===== config.mk =====
export PLATFORM = sky130hd
export DESIGN_NAME = tran_4x4_pipe
export DESIGN_NICKNAME = d
export VERILOG_FILES = /design/src/rtl/tran_4x4_pipe.sv
export SDC_FILE = /design/constraint.sdc
export NUM_CORES = 2
export LEC_CHECK = 0
export CAP_MARGIN = 10
export CORE_UTILIZATION = 51
export DETAILED_ROUTE_END_ITERATION = 12
export PLACE_DENSITY = 0.73
export SLEW_MARGIN = 20
export SYNTH_ARGS = -nofsm -noshare
export SYNTH_HDL_FRONTEND = slang
export SYNTH_SLANG_ARGS = --single-unit

===== constraint.sdc =====
create_clock -name clk -period 4.4 [get_ports clk]
set_input_delay 0.88 -clock clk [delete_from_list [all_inputs] [get_ports clk]]
set_output_delay 0.88 -clock clk [all_outputs]
set_load 0.05 [all_outputs]

===== src/rtl/tran_4x4_pipe.sv =====
// tran_4x4_pipe: forward 4x4 integer core transform Y = Cf*X*Cf^T (column pass, then row pass).
// Latency: 2 cycles from accept to out_valid; throughput is one block per cycle with no bubbles.
// Backpressure: stage 1 advances when stage 2 is empty or draining; in_ready is combinational from that.
//
// Ports:
//   clk, reset (async, active-low)
//   in_valid/in_ready   : residual block handshake; residuals packed row-major, IN_WIDTH bits each
//   out_valid/out_ready : coefficient block handshake; transformed packed row-major, OUT_WIDTH bits each
//   out_blk_idx/out_last: block position within the macroblock (meaningful while out_valid)
// Optional macro TRAN_HADAMARD_EN adds input 'hadamard': that block uses the Hadamard rows in both
// passes and each output coefficient is (Y+1)>>>1 (luma DC path).
module tran_4x4_pipe #(
    parameter int IN_WIDTH    = 9,
    parameter int OUT_WIDTH   = IN_WIDTH + 6,
    parameter int BLKS_PER_MB = 16
) (
    input  logic                          clk,
    input  logic                          reset,
    input  logic                          in_valid,
    output logic                          in_ready,
    input  logic [16*IN_WIDTH-1:0]        residuals,
`ifdef TRAN_HADAMARD_EN
    input  logic                          hadamard,
`endif
    output logic                          out_valid,
    input  logic                          out_ready,
    output logic [16*OUT_WIDTH-1:0]       transformed,
    output logic [$clog2(BLKS_PER_MB)-1:0] out_blk_idx,
    output logic                          out_last
);

    // Column sums of four residuals with weights up to 2 need 3 extra bits.
    localparam int T_W   = IN_WIDTH + 3;
    localparam int IDX_W = $clog2(BLKS_PER_MB);
    localparam logic [IDX_W-1:0] LAST_IDX = IDX_W'(BLKS_PER_MB - 1);

    logic                        r_s1_vld;
    logic                        r_s2_vld;
    logic signed [T_W-1:0]       r_t [16];
    logic signed [OUT_WIDTH-1:0] r_y [16];
    logic [IDX_W-1:0]            r_idx;

    logic                        w_s1_adv;
    logic                        w_in_had;
    logic                        w_s1_had;
    logic signed [T_W-1:0]       w_x  [16];
    logic signed [T_W-1:0]       w_t  [16];
    logic signed [OUT_WIDTH-1:0] w_te [16];
    logic signed [OUT_WIDTH-1:0] w_yr [16];
    logic signed [OUT_WIDTH-1:0] w_y  [16];

`ifdef TRAN_HADAMARD_EN
    logic r_s1_had;

    always_ff @(posedge clk or negedge reset) begin
        if (!reset) begin
            r_s1_had <= 1'b0;
        end else if (in_ready && in_valid) begin
            r_s1_had <= hadamard;
        end
    end

    assign w_in_had = hadamard;
    assign w_s1_had = r_s1_had;
`else
    assign w_in_had = 1'b0;
    assign w_s1_had = 1'b0;
`endif

    assign w_s1_adv = !r_s2_vld || out_ready;
    assign in_ready = !r_s1_vld || w_s1_adv;

    // Stage 1: column pass. Residuals are sign-extended first; doubling is done on the
    // operands so no partial sum is ever shifted.
    always_comb begin
        for (int i = 0; i < 16; i++) begin
            w_x[i] = T_W'($signed(residuals[i*IN_WIDTH +: IN_WIDTH]));
        end
    end

    always_comb begin
        for (int i = 0; i < 16; i++) begin
            w_t[i] = '0;
        end
        for (int c = 0; c < 4; c++) begin
            w_t[c]   = w_x[c] + w_x[4+c] + w_x[8+c] + w_x[12+c];
            w_t[8+c] = w_x[c] - w_x[4+c] - w_x[8+c] + w_x[12+c];
            if (w_in_had) begin
                w_t[4+c]  = w_x[c] + w_x[4+c] - w_x[8+c] - w_x[12+c];
                w_t[12+c] = w_x[c] - w_x[4+c] + w_x[8+c] - w_x[12+c];
            end else begin
                w_t[4+c]  = (w_x[c] <<< 1) + w_x[4+c] - w_x[8+c] - (w_x[12+c] <<< 1);
                w_t[12+c] = w_x[c] - (w_x[4+c] <<< 1) + (w_x[8+c] <<< 1) - w_x[12+c];
            end
        end
    end

    // Stage 2: row pass on the registered column results, full output precision.
    always_comb begin
        for (int i = 0; i < 16; i++) begin
            w_te[i] = OUT_WIDTH'(r_t[i]);
        end
    end

    always_comb begin
        for (int i = 0; i < 16; i++) begin
            w_yr[i] = '0;
            w_y[i]  = '0;
        end
        for (int r = 0; r < 4; r++) begin
            w_yr[r*4]   = w_te[r*4] + w_te[r*4+1] + w_te[r*4+2] + w_te[r*4+3];
            w_yr[r*4+2] = w_te[r*4] - w_te[r*4+1] - w_te[r*4+2] + w_te[r*4+3];
            if (w_s1_had) begin
                w_yr[r*4+1] = w_te[r*4] + w_te[r*4+1] - w_te[r*4+2] - w_te[r*4+3];
                w_yr[r*4+3] = w_te[r*4] - w_te[r*4+1] + w_te[r*4+2] - w_te[r*4+3];
            end else begin
                w_yr[r*4+1] = (w_te[r*4] <<< 1) + w_te[r*4+1] - w_te[r*4+2] - (w_te[r*4+3] <<< 1);
                w_yr[r*4+3] = w_te[r*4] - (w_te[r*4+1] <<< 1) + (w_te[r*4+2] <<< 1) - w_te[r*4+3];
            end
        end
        for (int i = 0; i < 16; i++) begin
            // Hadamard output is halved with round-half-up; headroom makes the +1 safe.
            w_y[i] = w_s1_had ? ((w_yr[i] + OUT_WIDTH'(1)) >>> 1) : w_yr[i];
        end
    end

    always_ff @(posedge clk or negedge reset) begin
        if (!reset) begin
            r_s1_vld <= 1'b0;
            for (int i = 0; i < 16; i++) begin
                r_t[i] <= '0;
            end
        end else if (in_ready) begin
            r_s1_vld <= in_valid;
            if (in_valid) begin
                r_t <= w_t;
            end
        end
    end

    // Output register only reloads on advance, so data holds while stalled.
    always_ff @(posedge clk or negedge reset) begin
        if (!reset) begin
            r_s2_vld <= 1'b0;
            for (int i = 0; i < 16; i++) begin
                r_y[i] <= '0;
            end
        end else if (w_s1_adv) begin
            r_s2_vld <= r_s1_vld;
            if (r_s1_vld) begin
                r_y <= w_y;
            end
        end
    end

    always_ff @(posedge clk or negedge reset) begin
        if (!reset) begin
            r_idx <= '0;
        end else if (r_s2_vld && out_ready) begin
            r_idx <= (r_idx == LAST_IDX) ? '0 : r_idx + IDX_W'(1);
        end
    end

    always_comb begin
        transformed = '0;
        for (int i = 0; i < 16; i++) begin
            transformed[i*OUT_WIDTH +: OUT_WIDTH] = r_y[i];
        end
    end

    assign out_valid   = r_s2_vld;
    assign out_blk_idx = r_idx;
    assign out_last    = (r_idx == LAST_IDX);

endmodule


[Word-level counts from Yosys, hierarchy flattened]
Index checks and enable logic that the tools add are counted.
Operators by class
  add/subtract/negate cells: 97
  equal/unequal tests: 1
  muxes and demuxes: 1
  reduce and logical (&&, ||, !) cells: 7
Operators by type and width (count)
  adder 14 x 12 -> 15 bit: 8
  adder 13 x 12 -> 14 bit: 8
  adder 11 x 9 -> 12 bit: 8
  adder 10 x 9 -> 11 bit: 8
  adder 14 x 13 -> 15 bit: 4
  subtractor 14 x 12 -> 15 bit: 4
  subtractor 15 x 12 -> 15 bit: 4
  subtractor 15 x 13 -> 15 bit: 4
  subtractor 12 x 13 -> 14 bit: 4
  subtractor 13 x 12 -> 14 bit: 4
  adder 12 x 12 -> 13 bit: 4
  subtractor 12 x 12 -> 13 bit: 4
  adder 11 x 10 -> 12 bit: 4
  subtractor 11 x 9 -> 12 bit: 4
  subtractor 12 x 10 -> 12 bit: 4
  subtractor 12 x 9 -> 12 bit: 4
  subtractor 10 x 9 -> 11 bit: 4
  subtractor 9 x 10 -> 11 bit: 4
  adder 9 x 9 -> 10 bit: 4
  subtractor 9 x 9 -> 10 bit: 4
  adder 4 x 1 -> 4 bit (second input constant): 1
  == test 4 bit (second input constant): 1
  two-way mux 4 bit: 1
  AND reduction 2 bit: 2
  other kinds (3): 5
Storage, ports and cells
  register bits after elaboration: 438
  bits of input ports: 148
  output and inout port bits: 247
  word-level logic and storage cells: 141

[Logic depth before layout (Yosys ltp)]
  depth after elaboration: 4
  gate-level depth with buffers: 13
  gate-level depth less buffers: 13

[Worst setup path before layout]
No wires, ideal clock.
  path kind: input port to flip-flop
  start point: input residuals[0]
  end point: register r_t[94] (netlist name)
  setup time: 0.133 ns
  arrival: 3.824 ns
  path slack: 0.443 ns
  stages on the path: 12
  buffers on the path: 0
  cells stage by stage: fa_1 -> inv_1 -> fa_1 -> inv_1 -> ha_1 -> fa_1 -> a21oi_1 -> o211ai_1 -> a2111o_1 -> a31oi_1 -> xor2_1 -> o21ai_0
On the way
  longest elaborated chain between the ends: 3
RTL lines
  from (decl): line 21  | input logic [16*IN_WIDTH-1:0] residuals,
  subtractor 9 x 9 -> 10 bit
  subtractor 10 x 9 -> 11 bit: line 87  | w_t[8+c] = w_x[c] - w_x[4+c] - w_x[8+c] + w_x[12+c];
  adder 11 x 9 -> 12 bit: line 87
  to (signal assigned): line 136  | r_t <= w_t;
  to (decl): line 39  | logic signed [T_W-1:0] r_t [16];
No other way between the ends.
A chain may end at the register's enable or synchronous reset.

[Worst setup path after layout]
  start point: input residuals[27]
  end point: register r_t[58] (netlist name)
The elaborated chain is that of the path after synthesis.

==> run metrics <==
run status=finished clean; Final min period=3.98 ns; Period Utilization, post-route=90.4%; number of CTS-inserted buffers=between 50 and 60; total wirelength of the detailed-routed design=~170000 um; quantity of hold-fixing buffers added after cts=0; endpoints failing setup=0; CTS tree=built; met3 Resource Use GR=roughly 7.6%; busiest layer in global routing=met2; CP endpoint kind=flop; cell type with the largest total area after synthesis=fa_1; number of sinks on the clock net=between 400 and 500; arrival time of data at the critical path endpoint=about 4.5 ns; Worst Clk Skew=0.0379 ns; layout cells sized above 1=about 5.3%; CTS resizes=0; cell count of the worst reg-to-reg path=13; Synth Instances=5508; vertical die dimension=roughly 320 um; I/O pin total=around 400; setup tns final=0 ns; H-Tree Level Count=2; GRT Residual Overflow=0; Wirelength per Cell=~23 um; fraction of registers with async set/reset=100%; CP cell instances=clkdlybuf4s50_1 -> fa_1 -> inv_1 -> fa_1 -> inv_1 -> ha_1 -> fa_1 -> a21oi_1 -> o211ai_1 -> a2111o_1 -> a31oi_1 -> xnor2_1 -> o21ai_0; insertion delay of the later-clocked pin in the worst-skew pair=0.64 ns; final standard cell count with taps included and fillers excluded=7366; number of storage elements in the synthesis netlist=around 440; number of synthesized flops with an enable pin=0; max-capacitance violation count=0; area added between synthesis and finish=16.4%; via count of the first global-routing pass=between 40000 and 50000; Max Clock Freq=251 MHz; slack of the worst reg-to-reg path=0.50 ns; clock input transition at the sequential cells of the worst setup and hold paths=0.06 ns; class of the tightest hold or removal check=in -> async; largest net degree at the start of global routing=120; total of warnings raised by yosys=0; transition time of the tightest slew-check pin=~0.79 ns; mux cell area share after synthesis=less than 1%; Simple-Gate Fraction of Synth Area=9.48%; Root Buffer Master=clkbuf_16; 1st-pass router iterations=8; cell at the slowest stage of the critical path=fa_1; ranking of synthesized cells by area=fa_1 27%, dfrtp_1 21%, ha_1 11%, inv_1 8.2%, o21ai_0 4.4%; largest fanout on the critical path=2; required time of the worst setup path=~5 ns; number of placed instances with taps included=about 7300; fraction of the mapped netlist area in compound gates=between 10% and 20%; netlist area before placement=between 50000 and 60000 um2; vias after detailed routing=between 40000 and 50000; part of the Yosys area used for sequential elements=between 20% and 30%; share of the synthesized area in the top cell type=between 20% and 30%; Post-CTS Setup Repair Bufs=0; commonest cells in the synthesized netlist=1118 x inv_1, 700 x fa_1, 520 x nand2_1; Routability Congestion=1.05; Total GRT Usage=33.1%; Site Rows=roughly 120; met1 routing resource usage after global routing=approximately 46%; end of the worst register-to-register path=transformed[13]$_DFFE_PN0P_; RSZ-0062 raised after global routing=no; Iteration-0 DRC Markers=around 3600; category of the critical setup timing path=in -> reg; GR met2 Demand/Resource=around half; DRC=0; Vias per Instance=between 5 and 6; initial core utilization=between 50% and 60%; tightest slew margin relative to the limit=between 40% and 50%; quantity of I/O buffers inserted on ports=roughly 400; Mean Syn Cell Area=between 9 and 10 um2; half-perimeter wire length after placement=approximately 140000 um; startpoint of the most critical register-to-register path=r_t[145]$_DFFE_PN0P_; post-place instance area=58100 um2; maximum root-to-sink buffer count=3; width of the die=around 320 um; floorplan die area=102000 um2; antenna violations before repair=10; global-route wire length before repair=around 250000 um; post-synth net total=slightly below 7000; most repeated cell in the gate-level netlist after synthesis=inv_1; element type at the critical path start=input pin; delay contributed by the slowest stage of the critical path=about 0.59 ns; number of max-slew violations in the final report=0; Core Region=about 100000 um2; final hold violation count=0; nets=7338; Critical Path Most Common Cell=fa_1; final cell area excluding filler cells=between 50000 and 60000 um2; number of nets with antenna violations after detailed routing=0; Post-Synth Adder-Cell Area=about two fifths; Synth Area in XOR/XNOR=about 4.6%; Primary FF master, synth=dfrtp_1; count of unique library cells instantiated by Yosys=86; combinational family with the most area after synthesis=adder cells
## layout make-up
type,count,area (um2)
diodes,1,2.50
well taps,1298,1620
repair buffers,589,5550
flip-flops and latches,438,11000
clock buffers,64,1420
multi-input cells,3829,35700
fillers,8543,40200
clock inverters,29,347
inverters,1118,4200
## state kept, by name (all words and copies together), names as in the netlist
name / count
transformed: 240
r_t: 192
out_blk_idx: 4
out_valid: 1
r_s1_vld: 1
## through the flow
step,setup WS [ns],hold WS (ns),util (%)
after floorplan,0.443,0.449,-
after global placement,-0.199,0.459,58.1
after detailed placement,-0.239,0.463,58.1
after CTS,0.401,0.109,59.8
after global routing,0.180,0.125,59.8
final,0.423,0.125,59.8
## layout by cell type, fill, tap and decap left out, types with 15 or more instances in the layout
cell type,Yosys,layout
xor2_1,122,122
o21ai_1,23,23
o21ai_0,450,450
nor3_1,72,72
nand4_1,24,24
o21bai_1,23,23
nand2_1,520,518
a31oi_1,24,24
o211ai_1,37,37
buf_4,1,184
or3_1,27,27
a21o_1,123,123
nor2_1,148,148
o31ai_1,63,63
and3_1,23,23
fa_1,700,700
xnor2_1,147,147
nand2b_1,41,41
nor2b_1,36,36
a21oi_1,219,219
nor3b_1,32,32
ha_1,463,463
clkbuf_16,0,52
o21a_1,100,100
a211oi_1,54,54
clkdlybuf4s50_1,0,393
inv_1,1118,1118
a2111oi_0,22,22
nand3_1,60,60
mux2i_1,16,16
a211o_1,24,24
dfrtp_1,438,438
o31a_1,15,15
## worst max-delay path by stage
stage | start | cells past startpoint | slack, ns | endpoint
finish | residuals[27] | 13 | 0.42 | r_t[58]$_DFFE_PN0P_
global route | residuals[27] | 13 | 0.18 | r_t[58]$_DFFE_PN0P_
detailed placement | residuals[27] | 13 | -0.24 | r_t[58]$_DFFE_PN0P_
floorplan | residuals[0] | 12 | 0.44 | r_t[94]$_DFFE_PN0P_
CTS | residuals[27] | 13 | 0.40 | r_t[58]$_DFFE_PN0P_
global placement | residuals[27] | 13 | -0.20 | r_t[58]$_DFFE_PN0P_
## critical path, delay by kind of cell
kind                       cells  cell delay (ns)
AOI/OAI and AO/OA              5             1.16
xor gates and xnor gates       1             0.13
buffers and inverters          3             0.56
adders and majority gates      4             1.74
## kinds of logic (layout without fill, tap and decap cells)
kind of cell / after synthesis / count (layout)
other cells: 0 / 1
fa+ha+maj: 1163 / 1163
simple gates: 1053 / 1053
flops: 438 / 438
xor+xnor: 269 / 269
mux: 22 / 22
compound gates: 1322 / 1322
buf+inv: 1241 / 1800
## per-layer routing
metal	share of wire, %	vias to the layer above	wire length (um)
met4	4.8	4	7990
met5	0.016	-	26
met1	43	20700	71200
li1	-	19100	-
met3	9.5	292	15900
met2	43	1583	72200
Power is left out: the tool's default activity adds up to more than one toggle a clock period on the data nets, which glitch-free logic cannot reach.
